**config.mk**
```make
export PLATFORM = sky130hd
export DESIGN_NAME = addr_seq_gen
export DESIGN_NICKNAME = d
export VERILOG_FILES = /design/src/rtl/addr_seq_gen.sv
export SDC_FILE = /design/constraint.sdc
export NUM_CORES = 1
export LEC_CHECK = 0
export ABC_AREA = 1
export ABC_CLOCK_PERIOD_IN_PS = 1500
export CAP_MARGIN = 20
export CORE_MARGIN = 2
export CORE_UTILIZATION = 55
export DETAILED_ROUTE_END_ITERATION = 6
export DONT_BUFFER_PORTS = 1
export PLACE_DENSITY = 0.73
export SLEW_MARGIN = 20
export SYNTH_ARGS = -nofsm -noshare
export SYNTH_HDL_FRONTEND = slang
export SYNTH_SLANG_ARGS = --single-unit
```
**constraint.sdc**
```tcl
create_clock -name tick -period 1.5 [get_ports tick]
set_input_delay 0.15 -clock tick [delete_from_list [all_inputs] [get_ports tick]]
set_output_delay 0.15 -clock tick [all_outputs]
set_load 0.1 [all_outputs]
```
**src/rtl/addr_seq_gen.sv**
```systemverilog
// Register/bit address sequencer for serial register-file sweeps.
// Walks {rg_a, bit_a} up or down across a NUM_RG x BITS_PER_RG space, with optional wrap.
module addr_seq_gen #(
  parameter int NUM_RG      = 16,
  parameter int BITS_PER_RG = 4,
  parameter int RG_W        = (NUM_RG > 1) ? $clog2(NUM_RG) : 1,
  parameter int BIT_W       = (BITS_PER_RG > 1) ? $clog2(BITS_PER_RG) : 1
) (
  input  logic             tick,
  input  logic             clr,
  input  logic             start,
  input  logic             en,
  input  logic             dir,
  input  logic             wrap_md,
  input  logic             ld,
  input  logic [RG_W-1:0]  ld_rg,
  input  logic [BIT_W-1:0] ld_bit,
  output logic [RG_W-1:0]  rg_a,
  output logic [BIT_W-1:0] bit_a,
  output logic             busy,
  output logic             done,
  output logic             wrap_p,
  output logic             last
);

  typedef enum logic [1:0] {
    S_IDLE,
    S_RUN,
    S_DONE
  } state_t;

  localparam logic [RG_W-1:0]  RG_MAX  = RG_W'(NUM_RG - 1);
  localparam logic [BIT_W-1:0] BIT_MAX = BIT_W'(BITS_PER_RG - 1);

  state_t            state_q, state_d;
  logic [RG_W-1:0]   rg_d, rg_start, rg_term, ld_rg_c;
  logic [BIT_W-1:0]  bit_d, bit_start, bit_term, ld_bit_c;
  logic              wrap_d;

  // Start and terminal are opposite corners of the address space, chosen by dir.
  always_comb begin
    rg_start  = dir ? RG_MAX  : '0;
    bit_start = dir ? BIT_MAX : '0;
    rg_term   = dir ? '0 : RG_MAX;
    bit_term  = dir ? '0 : BIT_MAX;
    ld_rg_c   = (ld_rg  > RG_MAX)  ? RG_MAX  : ld_rg;
    ld_bit_c  = (ld_bit > BIT_MAX) ? BIT_MAX : ld_bit;
  end

  assign last = (rg_a == rg_term) && (bit_a == bit_term);
  assign busy = (state_q == S_RUN);
  assign done = (state_q == S_DONE);

  always_comb begin
    state_d = state_q;
    rg_d    = rg_a;
    bit_d   = bit_a;
    wrap_d  = 1'b0;
    if (start && state_q != S_RUN) begin
      state_d = S_RUN;
      rg_d    = rg_start;
      bit_d   = bit_start;
    end else if (ld) begin
      rg_d  = ld_rg_c;
      bit_d = ld_bit_c;
    end else if (state_q == S_RUN && en) begin
      if (last) begin
        if (wrap_md) begin
          rg_d   = rg_start;
          bit_d  = bit_start;
          wrap_d = 1'b1;
        end else begin
          state_d = S_DONE;
        end
      end else if (!dir) begin
        if (bit_a == BIT_MAX) begin
          bit_d = '0;
          rg_d  = rg_a + RG_W'(1);
        end else begin
          bit_d = bit_a + BIT_W'(1);
        end
      end else begin
        // Borrow into the previous register when the bit index underflows.
        if (bit_a == '0) begin
          bit_d = BIT_MAX;
          rg_d  = rg_a - RG_W'(1);
        end else begin
          bit_d = bit_a - BIT_W'(1);
        end
      end
    end
  end

  always_ff @(posedge tick) begin
    if (clr) begin
      state_q <= S_IDLE;
      rg_a    <= '0;
      bit_a   <= '0;
      wrap_p  <= 1'b0;
    end else begin
      state_q <= state_d;
      rg_a    <= rg_d;
      bit_a   <= bit_d;
      wrap_p  <= wrap_d;
    end
  end

endmodule

```
==> results.md <==
- Status: finished with violations
- Violated checks: setup timing
- Max incr delay on CP: ~0.35 ns
- Fin crit share: 109%
- FF+latch count, synth: 9
- Fin crit period: around 1.6 ns
- Tot Pwr: 1.13 mW
- Placed Cells: 158
- Detailed Route WL: 2270 um
- Non-filler cells, final: 169
- CTS root buf: clkbuf_4
- Post-synthesis area per instance: 6.37 um2
- Dpl ws: -0.0619 ns
- Initial Util: 60.4%
- Routed len/inst: 13.4 um
- Hold Vio Cnt, Final: 0
- Port buffer count: 0
- Share of cells above drive strength 1: 40.9%
- Critical-path cell list: ha_4, nand2_4, inv_2, nand3_2, nor2_4, buf_6, nand3_4, nand3_4, nand2_1, nand2_1, nor2_2
- Die width: between 40 and 50 um
- Vias per cell: 5.39
- First drt pass iteration count: 4
- Gate Count Post-Synth: around 130
- CTS Buffer Depth: 2
- Final worst-path setup slack: -0.130 ns
- Post-DP HPWL: around 1600 um
- Synth Warn #: 0
- Fin Setup TNS: -0.947 ns
- Post-synthesis mux area share: 0%
- 1st-iter DRT viols: 20
- Commonest non-fill, non-tap cell in the layout: nand2_1
- Most frequent cells in the layout: nand2_1, buf_4, nor2_1, inv_1, nor2_2
- Startpoint types: flop
- Core area: 0.00135 mm2
- LEAKAGE: about 0.56 nW
- Vias in the first global route: 851
- RSZ-0062 raised after global routing: yes
- Adder-cell share of the synthesized area: 8.59%
- Hold_ws: 0.0397 ns
- Crit Path Max Fanout: 5
- Final Slew Violations: 0
- Fillers: approximately 80
- GRT Util Overall: approximately 30%
- Routed via count: between 900 and 1,000
- Post-Synth XOR/XNOR Area: under 10%
- Register area: between 200 and 250 um2
- First-pass GRT wire length: 3880 um
- Final Cell Area: about 0.0011 mm2
- Mapped cell area: 816 um2
- Placed instance area: 0.00100 mm2
- Synth Area in Compound Gates: 10.7%
- Die Y-Extent: approximately 43 um
- CP endpoint kind: flop
- Post-synthesis simple-gate area fraction: 46.8%
- CTS tree: built
- GRT overflow: 0
- VDD IR max: 669 uV
- WP data required: 1.66 ns
- Post-route ant nets: 0
- Worst-path clk slew: approximately 0.060 ns
- Clk_skew: 0.00258 ns
- Syn nets: 146
- Diodes inserted: 0
- # rows: 13
- Skew-Pair Late Insertion Delay: 0.27 ns
- Sink Count: 9
- Fmax: 614 MHz
- DRC viols: 0
- Arrival time worst endpoint: 1.79 ns
- # H-tree levels: 1
- Final core occ: between 80% and 90%
- Maxcap violations: 0
- Largest family of logic cells by synthesized area: simple AND/OR/NAND/NOR gates
- Die Area: roughly 0.0018 mm2
- Slew HR: 80.8%
- Total CTS buffers: 3
- Area grow syn2layout: 40.0%
- Netlist cell types: 25
- Final nets: 173
- Antenna violations before repair: 0
- Sequential area share after synthesis: 22.1%
- Slowest cell on crit path: dfxtp_4
- Crit path kind: reg -> reg
- Worst slew pin tran: approximately 0.29 ns
- Hold crit path type: in -> reg
- Largest net degree at the start of global routing: 13
- Area of the multi-input gates: 636 um2
- Pwr per Cell Area: 986 mW/mm2
- Final setup violation count: 9
- Num ports: 23
- GPL Wtd Cong: 0.922
-- cell families (layout without fill, tap and decap cells) --
logic type      after synthesis  in the layout
simple gates                 79             79
buf+inv                      19             45
compound gates               14             14
flops                         9              9
fa+ha+maj                     5              5
xor+xnor                      2              2
-- Yosys cell counts --
cell | count | area [um2]
nand2_1 | 36 | 135
nand2_4 | 1 | 11.3
nor3_1 | 1 | 5.00
nand3_1 | 4 | 20.0
a21oi_1 | 4 | 20.0
o21ai_4 | 1 | 16.3
buf_6 | 1 | 11.3
inv_1 | 16 | 60.1
xor2_1 | 2 | 17.5
nand2_2 | 5 | 31.3
or2_4 | 1 | 8.76
a211oi_1 | 1 | 7.51
dfxtp_1 | 9 | 180
fa_1 | 1 | 20.0
nor2_4 | 1 | 11.3
o21ai_0 | 7 | 35.0
nand3_2 | 3 | 30.0
nor2_2 | 5 | 31.3
inv_2 | 2 | 7.51
nand4_1 | 1 | 6.26
nand4_2 | 1 | 12.5
nor2_1 | 19 | 71.3
and3_2 | 1 | 7.51
ha_1 | 4 | 50.1
a21oi_2 | 1 | 8.76
-- path summary, 6_finish.rpt --
check	start	to	slack, ns	cells past startpoint
worst min-delay path	wrap_md	wrap_p$_SDFF_PP0_	0.04	2
worst max-delay path	rg_a[2]$_SDFFE_PP0P_	rg_a[1]$_SDFFE_PP0P_	-0.13	11
worst min register to register	state_q[0]$_SDFFE_PP0P_	state_q[0]$_SDFFE_PP0P_	0.53	2
worst max register to register	rg_a[2]$_SDFFE_PP0P_	rg_a[1]$_SDFFE_PP0P_	-0.13	11
-- power by group --
part	leakage (nW)	internal, mW	total, mW	switching (mW)
logic	0.468	0.218	0.643	0.425
registers	0.0779	0.268	0.291	0.0229
clock network	0.0150	0.103	0.192	0.0895
-- timing repair --
| action | CTS | global route |
|---|---|---|
| hold endpoints to repair | 2 | 0 |
| buffers inserted | 6 | 0 |
| pin swaps | 7 | 2 |
| resized for setup | 9 | 3 |
| cloned | 0 | 0 |
| setup endpoints to repair | 7 | 9 |
| hold buffers | 1 | 0 |
-- area by class of cell --
type	count	share of cell area, %
Clock buffer	4	2.30
Inverter	18	5.91
Multi-Input combinational cell	100	55.6
Sequential cell	9	17.7
Tap cell	15	1.64
Timing Repair Buffer	23	16.8
-- critical path, delay by kind of cell, from the launching register on --
family	cells	cell delay, ns
DFF	1	0.35
buffers and inverters	2	0.20
and+or+nand+nor	8	0.70
adders and majority gates	1	0.28
-- state kept, by name, summed over array words and instances (netlist names) --
| name | count |
|---|---|
| bit_a | 2 |
| rg_a | 4 |
| state_q | 2 |
| wrap_p | 1 |
-- metal layers --
layer / wire length (um) / GRT usage [%] / share of wire [%] / vias to the layer above
met5: 0 / 0 / 0 / -
met4: 53 / 13.1 / 2.3 / 0
met3: 157 / 9.48 / 6.9 / 6
met2: 1070 / 44.0 / 47 / 33
met1: 990 / 39.0 / 44 / 416
li1: - / - / - / 456
(Power assumes the default switching activity.)
